`src/rtl/edge_tune_scheduler.sv`:
```
// Frame-level sequencer: walks every source pixel, fetches its clamped 2x2 window,
// hands it to the tune block and writes one result slot per window.
module edge_tune_scheduler #(
    parameter int unsigned IMG_W   = 64,
    parameter int unsigned IMG_H   = 64,
    parameter int unsigned AW      = 12,
    parameter int unsigned TIMEOUT = 16
) (
    input  logic          clk,
    input  logic          reset,
    input  logic          start,
    input  logic          abort,
    output logic          busy,
    output logic          done,
    output logic          err,
    output logic          rd_en,
    output logic [AW-1:0] rd_addr,
    input  logic [15:0]   rd_data,
    output logic [15:0]   win_mn,
    output logic [15:0]   win_m1n,
    output logic [15:0]   win_mn1,
    output logic [15:0]   win_m1n1,
    output logic          win_valid,
    input  logic          tune_rdy,
    output logic          res_wr_en,
    output logic [AW-1:0] res_wr_addr,
    input  logic          res_wr_ready
);
    localparam int unsigned CW = (IMG_W > 1) ? $clog2(IMG_W) : 1;
    localparam int unsigned RW = (IMG_H > 1) ? $clog2(IMG_H) : 1;
    localparam int unsigned TW = $clog2(TIMEOUT + 1);

    typedef enum logic [2:0] {S_IDLE, S_FETCH, S_ISSUE, S_WAIT, S_WRITE, S_DONE} state_t;

    state_t          r_state, w_state_nxt;
    logic [2:0]      r_k, w_k_nxt;
    logic [CW-1:0]   r_col, w_col_nxt, w_m1;
    logic [RW-1:0]   r_row, w_row_nxt, w_n1;
    logic [TW-1:0]   r_wait, w_wait_nxt;
    logic            r_err, w_err_nxt;
    logic            w_advance, w_last;
    logic            r_busy, r_done, r_rd_en, r_win_valid, r_res_wr_en;
    logic            w_busy_nxt, w_done_nxt, w_rd_en_nxt, w_win_valid_nxt, w_res_wr_en_nxt;
    logic [AW-1:0]   r_rd_addr, w_rd_addr_nxt, r_res_wr_addr, w_res_wr_addr_nxt;
    logic [15:0]     r_win_mn, r_win_m1n, r_win_mn1, r_win_m1n1;

    function automatic logic [AW-1:0] f_addr(input logic [CW-1:0] c, input logic [RW-1:0] r);
        return AW'(r) * AW'(IMG_W) + AW'(c);
    endfunction

    assign w_last = (r_col == CW'(IMG_W - 1)) && (r_row == RW'(IMG_H - 1));

    // Next state, scan position and the next value of every registered output
    always_comb begin
        w_state_nxt = r_state;
        w_k_nxt     = r_k;
        w_col_nxt   = r_col;
        w_row_nxt   = r_row;
        w_wait_nxt  = r_wait;
        w_err_nxt   = r_err;
        w_advance   = 1'b0;

        case (r_state)
            S_IDLE: begin
                if (start) begin
                    w_state_nxt = S_FETCH;
                    w_k_nxt     = 3'd0;
                    w_col_nxt   = '0;
                    w_row_nxt   = '0;
                    w_err_nxt   = 1'b0;
                end
            end
            S_FETCH: begin
                if (r_k == 3'd4) begin
                    w_state_nxt = S_ISSUE;
                    w_k_nxt     = 3'd0;
                end else begin
                    w_k_nxt = r_k + 3'd1;
                end
            end
            S_ISSUE: begin
                w_state_nxt = S_WAIT;
                w_wait_nxt  = '0;
            end
            S_WAIT: begin
                if (tune_rdy) begin
                    w_state_nxt = S_WRITE;
                end else if (r_wait == TW'(TIMEOUT - 1)) begin
                    w_err_nxt = 1'b1;
                    w_advance = 1'b1;
                end else begin
                    w_wait_nxt = r_wait + TW'(1);
                end
            end
            S_WRITE: begin
                if (res_wr_ready) begin
                    w_advance = 1'b1;
                end
            end
            default: w_state_nxt = S_IDLE;
        endcase

        // Step to the next window; the last window closes the frame instead
        if (w_advance) begin
            if (w_last) begin
                w_state_nxt = S_DONE;
            end else begin
                w_state_nxt = S_FETCH;
                w_k_nxt     = 3'd0;
                if (r_col == CW'(IMG_W - 1)) begin
                    w_col_nxt = '0;
                    w_row_nxt = r_row + RW'(1);
                end else begin
                    w_col_nxt = r_col + CW'(1);
                end
            end
        end

        if (abort && (r_state != S_IDLE)) begin
            w_state_nxt = S_IDLE;
            w_k_nxt     = r_k;
            w_col_nxt   = r_col;
            w_row_nxt   = r_row;
            w_wait_nxt  = r_wait;
            w_err_nxt   = r_err;
        end

        // Right/lower neighbours clamp at the image edge rather than wrapping
        w_m1 = (w_col_nxt == CW'(IMG_W - 1)) ? w_col_nxt : w_col_nxt + CW'(1);
        w_n1 = (w_row_nxt == RW'(IMG_H - 1)) ? w_row_nxt : w_row_nxt + RW'(1);

        w_busy_nxt        = (w_state_nxt != S_IDLE);
        w_done_nxt        = (w_state_nxt == S_DONE);
        w_win_valid_nxt   = (w_state_nxt == S_ISSUE);
        w_res_wr_en_nxt   = (w_state_nxt == S_WRITE);
        w_rd_en_nxt       = (w_state_nxt == S_FETCH) && (w_k_nxt != 3'd4);
        w_rd_addr_nxt     = r_rd_addr;
        w_res_wr_addr_nxt = r_res_wr_addr;
        if (w_rd_en_nxt) begin
            case (w_k_nxt[1:0])
                2'd0:    w_rd_addr_nxt = f_addr(w_col_nxt, w_row_nxt);
                2'd1:    w_rd_addr_nxt = f_addr(w_m1, w_row_nxt);
                2'd2:    w_rd_addr_nxt = f_addr(w_col_nxt, w_n1);
                default: w_rd_addr_nxt = f_addr(w_m1, w_n1);
            endcase
        end
        if (w_res_wr_en_nxt) begin
            w_res_wr_addr_nxt = f_addr(w_col_nxt, w_row_nxt);
        end
    end

    always_ff @(posedge clk or posedge reset) begin
        if (reset) begin
            r_state       <= S_IDLE;
            r_k           <= '0;
            r_col         <= '0;
            r_row         <= '0;
            r_wait        <= '0;
            r_err         <= 1'b0;
            r_busy        <= 1'b0;
            r_done        <= 1'b0;
            r_rd_en       <= 1'b0;
            r_rd_addr     <= '0;
            r_win_valid   <= 1'b0;
            r_res_wr_en   <= 1'b0;
            r_res_wr_addr <= '0;
            r_win_mn      <= '0;
            r_win_m1n     <= '0;
            r_win_mn1     <= '0;
            r_win_m1n1    <= '0;
        end else begin
            r_state       <= w_state_nxt;
            r_k           <= w_k_nxt;
            r_col         <= w_col_nxt;
            r_row         <= w_row_nxt;
            r_wait        <= w_wait_nxt;
            r_err         <= w_err_nxt;
            r_busy        <= w_busy_nxt;
            r_done        <= w_done_nxt;
            r_rd_en       <= w_rd_en_nxt;
            r_rd_addr     <= w_rd_addr_nxt;
            r_win_valid   <= w_win_valid_nxt;
            r_res_wr_en   <= w_res_wr_en_nxt;
            r_res_wr_addr <= w_res_wr_addr_nxt;
            // Read data lags rd_en by one cycle, so fetch step k lands word k-1
            if (r_state == S_FETCH) begin
                case (r_k)
                    3'd1:    r_win_mn   <= rd_data;
                    3'd2:    r_win_m1n  <= rd_data;
                    3'd3:    r_win_mn1  <= rd_data;
                    3'd4:    r_win_m1n1 <= rd_data;
                    default: ;
                endcase
            end
        end
    end

    assign busy        = r_busy;
    assign done        = r_done;
    assign err         = r_err;
    assign rd_en       = r_rd_en;
    assign rd_addr     = r_rd_addr;
    assign win_mn      = r_win_mn;
    assign win_m1n     = r_win_m1n;
    assign win_mn1     = r_win_mn1;
    assign win_m1n1    = r_win_m1n1;
    assign win_valid   = r_win_valid;
    assign res_wr_en   = r_res_wr_en;
    assign res_wr_addr = r_res_wr_addr;
endmodule

```
`config.mk`:
```
export PLATFORM = sky130hd
export DESIGN_NAME = edge_tune_scheduler
export DESIGN_NICKNAME = d
export VERILOG_FILES = /design/src/rtl/edge_tune_scheduler.sv
export SDC_FILE = /design/constraint.sdc
export NUM_CORES = 1
export LEC_CHECK = 0
export CAP_MARGIN = 10
export CORE_UTILIZATION = 46
export DETAILED_ROUTE_END_ITERATION = 6
export PLACE_DENSITY = 0.82
export SYNTH_ARGS = -nofsm -noshare
export SYNTH_HDL_FRONTEND = slang
export SYNTH_SLANG_ARGS = --single-unit
```
`constraint.sdc`:
```
create_clock -name clk -period 3.6 [get_ports clk]
set_input_delay 0.72 -clock clk [delete_from_list [all_inputs] [get_ports clk]]
set_output_delay 0.72 -clock clk [all_outputs]
set_load 0.01 [all_outputs]
```
* Word-level counts from Yosys, hierarchy flattened
Cells that the tools add are included.
** Word-level totals
- Register bits after elaboration :: 117
- Word-level logic and storage cells :: 106
- Input bits :: 22
- Output and inout bits :: 94
** Cells by class
- Mux-type cells :: 39
- Bitwise logic cells :: 1
- Add/sub/neg operators :: 10
- Eq/ne operators :: 24
- Reductions and logical operators :: 15
** Operators by type and width (count)
- $mux 6 :: 14
- $add 12x6->12 :: 4
- $pmux 12 s3 :: 1
- $mux 3 :: 11
- $add 6x1->6 const B :: 4
- $eq 6x6->1 const B :: 4
- $eq 3x2->1 const B :: 5
- $pmux 3 s5 :: 1
- $eq 3x3->1 const B :: 4
- $mux 5 :: 2
- $pmux 5 s2 :: 1
- $eq 3x1->1 const B :: 3
- $ne 2x2->1 const B :: 4
- $reduce_and 2->1 :: 4
- $mux 1 :: 6
- $pmux 3 s2 :: 1
- $reduce_bool 3->1 :: 2
- $add 5x1->5 const B :: 1
- $eq 5x4->1 const B :: 1
- $reduce_and 5->1 :: 1
- $pmux 1 s2 :: 2
- $reduce_and 4->1 :: 1
- $reduce_bool 2->1 :: 2
- $add 3x1->3 const B :: 1
- other kinds (7) :: 9

* Depth between registers and ports, before layout
Gate-level depths: netlist of the first run.
- Depth in word-level cells :: 10
- Gate-level depth with buffers :: 14
- Gate-level depth less buffers :: 13

* Worst setup path before layout of the first run
OpenSTA, ideal clock, no wires.
- Path kind :: register -> register
- Start point :: register r_wait[0]
- End point :: register r_rd_addr[7], in the netlist rd_addr[7]
- Arrival :: 2.756 ns
- Library setup time :: 0.124 ns
- Setup slack :: 0.721 ns
- Path buffers :: 1
- Cell stages (with the launch flop) :: 14
- Cells stage by stage :: dfrtp_1 > ha_1 > and3_1 > ha_1 > nand2b_1 > o2bb2ai_2 > buf_4 > and4_1 > o21ai_0 > ha_1 > o21ai_0 > o41ai_4 > mux2i_1 > o21ai_1
** On the way
- Cells in the longest elaborated chain, start to end :: 10
- Elaborated cells between the ends (all ways) :: 29
- Those cells by class :: add/sub (6); eq/ne (7); mux (14); reduce/logical (2)
** RTL lines
- start: declaration :: RTL line 39 : logic [TW-1:0] r_wait, w_wait_nxt;
- start signal: assignment :: RTL line 176 : r_wait <= w_wait_nxt;
- $eq 5x4->1 * :: RTL line 88 : end else if (r_wait == TW'(TIMEOUT - 1)) begin
- $mux 1 * :: RTL line 88
- $mux 1 * :: RTL line 86 : if (tune_rdy) begin
- $pmux 1 s2 * :: RTL line 63 : case (r_state)
- $mux 6 * :: RTL line 104 : if (w_advance) begin
- $mux 6 * :: RTL line 119 : if (abort && (r_state != S_IDLE)) begin
- named net w_row_nxt[1] :: RTL line 38 : logic [RW-1:0] r_row, w_row_nxt, w_n1;
- $add 6x1->6 or $eq 6x6->1 (tied branches) :: RTL line 130 : w_n1 = (w_row_nxt == RW'(IMG_H - 1)) ? w_row_nxt : w_row_nxt + RW'(1);
- $mux 6 :: RTL line 130
- $add 12x6->12 :: RTL line 48 : return AW'(r) * AW'(IMG_W) + AW'(c);
- $pmux 12 s3 * :: RTL line 140 : case (w_k_nxt[1:0])
- end signal: assignment :: RTL line 181 : r_rd_addr <= w_rd_addr_nxt;
- end: declaration :: RTL line 44 : logic [AW-1:0] r_rd_addr, w_rd_addr_nxt, r_res_wr_addr, w_res_wr_addr_nxt;
The timed path passes the listed nets; every way through them passes the cells marked *.
A chain may end at the register's enable or synchronous reset.

* Final worst setup path of the first run
Same ends and word-level chain as after synthesis.

==> impl_metrics.csv, run 1 <==
group,metric,value,unit
setup_path,slowest_stage,"dfrtp_1",
worst_hold_path,hold_class,"reg2reg",
setup_path,worstPathMaxFanout,5,
layout,nFillCells,847,
timing,rsz0062_at_grt,"false",
clocking,cts_root_buf,"clkbuf_16",
timing,period_share,0.887,
logic_synthesis,netlist_instances,451,
placement,portBuffers,115,
route,num_vias,4114,
clocking,clk_pin_slew,0.06,ns
timing,worst_pin_slew,0.872,ns
floorplan,die_width,110,µm
timing,setup_slack,0.405,ns
status,outcome,"finished, final reports clean",
flow_run,max_cap_viol_count,0,
setup_path,endpoint,"rd_addr[7]",
worst_hold_path,worstHoldStart,"rd_addr[8]",
setup_path,timing.rr.start,"r_wait[0]",
setup_path,cpPeakStageDelay,0.40,ns
clocking,post-cts-setup-buffers,0,
layout,nNetsFinal,614,
logic_synthesis,yosys_warnings,0,
worst_hold_path,hold_depth,1,
clocking,cts_buffer_depth,2,
route,drt_first_pass_iters,5,
timing,period_needed,3.19,ns
floorplan,dieHeight,110,µm
placement,dp_hpwl,9.05,mm
logic_synthesis,synth_top_area_frac,0.545,
placement,pre_cts_slack,0.125,ns
timing,final-setup-viol-count,0,
route,via_per_inst,5.58,
floorplan,io-pin-count,116,
logic_synthesis,synth_area_leaders,"dfrtp_1, mux2_2, nand2_1, ha_1, nor2_1",
logic_synthesis,synth_cell_types,64,
logic_synthesis,syn_nets,484,
floorplan,die_area,12100,µm²
global_routing,use_met2,0.370,
power,p_leak,3.31,nW
setup_path,required,3.89,ns
global_routing,top_usage_layer,"met2",
power,powerDensity,818,nW/µm²
timing,max_slew_margin,0.418,
timing,fmax,313,MHz
global_routing,antenna_found_initial,0,
floorplan,core,11400,µm²
timing,fin_skew,0.00935,ns
clocking,ctsHoldBuffers,0,
setup_path,critPathLaunch,"r_wait[0]",
logic_synthesis,syn_area,5380,µm²
global_routing,grt_max_degree,52,
timing,hold_violations,0,
logic_synthesis,synthFlopType,"dfrtp_1",
setup_path,cpMostUsedCell,"ha_1",
logic_synthesis,synth_top_area_cell,"dfrtp_1",
route,drt_iter0_markers,315,
setup_path,reg2reg_depth,12,
global_routing,grt_overflow_total,0,
setup_path,end_kind,"register",
timing,setup_tns,0,ns
global_routing,grtUsageMet1,0.296,
global_routing,grt_pass1_vias,4087,
logic_synthesis,yosysSeqAreaShare,0.545,
global_routing,grtUsageMet3,0.0564,
route,wire_per_inst,17.7,µm
clocking,cts_inserted_buffers,17,
layout,diodes,0,
setup_path,crit_chain,"ha_1, and3_1, ha_1, nand2b_1, o2bb2ai_2, and4_1, o21ai_0, ha_1, o21ai_0, o41ai_4, mux2i_1, o21ai_1",
logic_synthesis,synthArstFlopShare,1.00,
setup_path,cp-start-kind,"register",
logic_synthesis,synth_seq_cells,117,
clocking,post_cts_resized,0,
clocking,clkLatencyLatePin,0.42,ns
logic_synthesis,avgSynthCellArea,11.9,µm²
route,drtAntennaViolNets,0,
setup_path,critical_path_class,"reg2reg",
route,drt-total-wl,13.0,mm
floorplan,rows,39,
route,drc_errors,0,
logic_synthesis,synth-edff-count,0,
floorplan,start_util,0.471,
setup_path,crit_arrival,3.49,ns
global_routing,grt_pass1_wl,20.8,mm
clocking,htreeDepth,4,
placement,routabilityCongestion,0.924,
setup_path,r2r_end,"rd_addr[7]",
clocking,clkSinkCount,117,
clocking,cts_tree,"yes",
timing,final_max_slew_viol_count,0,
setup_path,rrSetupSlack,0.41,ns
layout,drive_above_1_share,0.221,
power,fin_total_pwr,6.02,mW
power,peakVddDrop,524,µV
global_routing,track_usage,0.228,
layout,syn_to_final_growth,36.9,%
-- synthesized netlist by cell type (all sizes together), types with 7 or more instances --
| master | count |
|---|---|
| and3 | 8 |
| clkbuf | 10 |
| mux2 | 71 |
| dfrtp | 117 |
| nor3 | 10 |
| nor2 | 33 |
| o31ai | 8 |
| a21oi | 16 |
| o21ai | 16 |
| buf | 9 |
| inv | 22 |
| nand2 | 38 |
| ha | 11 |
| nand3 | 7 |
-- cell usage in the layout, fill, tap and decap left out, types with 6 or more instances in the layout --
cell type / netlist / routed
a21oi_1: 16 / 16
and3_1: 8 / 8
buf_4: 1 / 14
clkbuf_16: 0 / 17
clkdlybuf4s50_1: 0 / 115
dfrtp_1: 117 / 117
ha_1: 11 / 11
inv_1: 22 / 21
mux2_2: 70 / 70
nand2_1: 38 / 38
nand3_1: 7 / 7
nand4_1: 6 / 6
nor2_1: 33 / 33
nor3_1: 9 / 9
o21ai_0: 11 / 11
o31ai_1: 7 / 7
-- worst max-delay path: cells and delay by family, from the launching register on --
kind	cells	cell delay, ns
flops	1	0.40
simple gates	3	0.56
compound gates	5	1.17
fa+ha+maj	3	0.69
mux	1	0.25
-- power by group --
group | switching [mW] | internal, mW | leakage [nW]
registers | 0.290 | 1.77 | 1.49
clock network | 0.623 | 1.14 | 0.306
logic | 0.937 | 1.26 | 1.51
-- state kept, by name, indices dropped and copies added (netlist names), 3 cells and up --
name	count
r_col	6
r_k	3
r_row	6
r_state	3
r_wait	5
rd_addr	12
res_wr_addr	12
win_m1n	16
win_m1n1	16
win_mn	16
win_mn1	16
-- worst min-delay path by stage --
| stage | to | slack [ns] |
|---|---|---|
| after floorplan | r_wait[4] | 0.45 |
| after global placement | r_wait[4] | 0.46 |
| after detailed placement | rd_addr[4] | 0.47 |
| after CTS | r_wait[4] | 0.48 |
| after global routing | r_wait[4] | 0.51 |
| final | rd_addr[8] | 0.48 |
-- routing by layer --
metal / vias to the layer above / part of all wire
li1: 1891 / -
met1: 2067 / 0.43
met2: 142 / 0.51
met3: 14 / 0.044
met4: 0 / 0.011
met5: - / 0
-- per-stage QoR --
| stage | std cells | hold slack (ns) | area [µm²] | utilization |
|---|---|---|---|---|
| 6_report | 737 | 0.482 | 7360 | 0.645 |
| 5_1_grt | 737 | 0.506 | 7360 | 0.645 |
| 4_1_cts | 737 | 0.485 | 7360 | 0.645 |
| 3_5_place_dp | 705 | 0.471 | 6740 | 0.590 |
| 3_3_place_gp | 705 | 0.460 | 6740 | 0.590 |
| 2_1_floorplan | 451 | 0.449 | 5380 | - |
-- final cells by class --
cell class	count	area (µm²)	area share
multi-input cells	293	2270	0.308
repair buffers	130	1280	0.173
inverters	22	86.3	0.0117
well taps	143	179	0.0243
clock inverters	12	165	0.0224
clock buffers	20	457	0.0620
flip-flops and latches	117	2930	0.398
-- kinds of logic after synthesis --
family,Yosys count,share of synthesized area
flops,117,0.545
xor+xnor,4,0.00652
simple gates,129,0.126
buf+inv,41,0.0333
compound gates,76,0.111
mux,73,0.153
fa+ha+maj,11,0.0256
No activity file was read; power rests on OpenSTA's default activity.
==> run 2, diff against run 1 <==
Settings changed: CORE_MARGIN from default to 2.
==> impl_metrics.csv, run 2 (synthesis results as in run 1) <==
group,metric,value,unit
clocking,cts_root_buf,"clkbuf_16",
setup_path,endpoint,"rd_addr[1]",
layout,regArea,2930,µm²
power,peakVddDrop,452,µV
placement,dp_hpwl,9.46,mm
route,drt-total-wl,13.6,mm
placement,portBuffers,115,
layout,final_common_cell,"dfrtp_1",
setup_path,cp-start-kind,"register",
route,drt_iter0_markers,293,
clocking,cts_inserted_buffers,17,
floorplan,core,11400,µm²
route,drc_errors,0,
global_routing,grt_pass1_vias,4382,
global_routing,grt_overflow_total,0,
clocking,clk_pin_slew,0.05,ns
route,via_per_inst,5.68,
timing,setup_slack,0.383,ns
power,fin_total_pwr,6.01,mW
layout,syn_to_final_growth,36.6,%
setup_path,rrSetupSlack,0.38,ns
global_routing,antenna_found_initial,0,
global_routing,track_usage,0.224,
clocking,cts_tree,"yes",
layout,nFillCells,851,
floorplan,rows,39,
timing,period_share,0.894,
clocking,htreeDepth,4,
layout,diodes,0,
flow_run,max_cap_viol_count,0,
route,drt_first_pass_iters,5,
global_routing,grt_pass1_wl,22.5,mm
timing,setup_tns,0,ns
timing,fin_skew,0.0137,ns
timing,period_needed,3.22,ns
timing,final_max_slew_viol_count,0,
setup_path,critical_path_class,"reg2reg",
floorplan,die_area,12600,µm²
layout,nNetsFinal,613,
floorplan,start_util,0.471,
setup_path,r2r_end,"rd_addr[1]",
worst_hold_path,hold_class,"reg2reg",
layout,drive_above_1_share,0.218,
clocking,ctsHoldBuffers,0,
status,outcome,"finished, final reports clean",
setup_path,timing.rr.start,"r_wait[0]",
layout,multi_input_area,2270,µm²
clocking,post-cts-setup-buffers,0,
route,num_vias,4183,
timing,final-setup-viol-count,0,
timing,hold_violations,0,
setup_path,crit_arrival,3.50,ns
layout,most-common-layout-cells,"dfrtp_1, clkdlybuf4s50_1, mux2_2",
route,drtAntennaViolNets,0,
setup_path,end_kind,"register",
power,p_leak,3.29,nW
setup_path,worstPathMaxFanout,7,
timing,fmax,311,MHz
floorplan,io-pin-count,116,
floorplan,die_width,112,µm
clocking,clkSinkCount,117,
global_routing,grt_max_degree,48,
placement,routabilityCongestion,0.930,
placement,pre_cts_slack,0.233,ns
setup_path,critPathLaunch,"r_wait[0]",
setup_path,reg2reg_depth,13,
timing,max_slew_margin,0.384,
timing,rsz0062_at_grt,"false",
floorplan,dieHeight,112,µm
route,wire_per_inst,18.5,µm
clocking,post_cts_resized,0,
timing,worst_pin_slew,0.923,ns
clocking,clkLatencyLatePin,0.41,ns
clocking,cts_buffer_depth,2,
setup_path,required,3.89,ns
power,powerDensity,818,nW/µm²
-- run 2: routing by layer --
layer,wire length (µm),global-route usage
met1,5620,0.283
met2,7010,0.376
met3,729,0.0551
met4,272,0.0813
met5,0,0
-- run 2: worst min path at each step --
| stage | slack [ns] | to | depth (start not counted) | startpoint |
|---|---|---|---|---|
| floorplan | 0.45 | r_wait[4] | 2 | r_wait[4] |
| global placement | 0.46 | r_wait[4] | 2 | r_wait[4] |
| detailed placement | 0.47 | r_wait[4] | 2 | r_wait[4] |
| CTS | 0.49 | r_wait[4] | 2 | r_wait[4] |
| global route | 0.51 | r_wait[4] | 2 | r_wait[4] |
| finish | 0.48 | r_wait[4] | 2 | r_wait[4] |
-- run 2: worst max-delay path, stage by stage, from the launching register on --
cell and delay [ns]:
dfrtp_1 0.40, ha_1 0.24, and3_1 0.19, ha_1 0.19, nand2b_1 0.16, o2bb2a_4 0.21, nor3_1 0.09, buf_4 0.15
o21ai_0 0.40, ha_1 0.29, o21ai_1 0.13, o41ai_4 0.33, mux2i_1 0.24, o21ai_1 0.08
-- run 2: cell type report --
class	count	share of cell area
flip-flops and latches	117	0.399
multi-input cells	293	0.309
repair buffers	129	0.174
clock buffers	20	0.0608
well taps	143	0.0244
clock inverters	12	0.0210
inverters	22	0.0118
-- run 2: stage by stage --
step                utilization  hold WS, ns  cells  cell area, µm²
floorplan                     -        0.449    451            5380
global placement          0.591        0.460    704            6740
detailed placement        0.591        0.474    704            6740
CTS                       0.643        0.487    736            7340
global route              0.643        0.512    736            7340
finish                    0.643        0.482    736            7340
-- run 2: report_power, final --
| group | internal [mW] | total [mW] | switching, mW |
|---|---|---|---|
| combinational | 1.26 | 2.22 | 0.959 |
| sequential | 1.77 | 2.07 | 0.298 |
| clock | 1.11 | 1.71 | 0.608 |
| total | 4.14 | 6.01 | 1.87 |
==> run 3, diff against run 2 <==
Settings changed: CAP_MARGIN 10 to default.
==> results of run 3 <==
The final DEF is identical to that of run 2; final timing and power are the same.
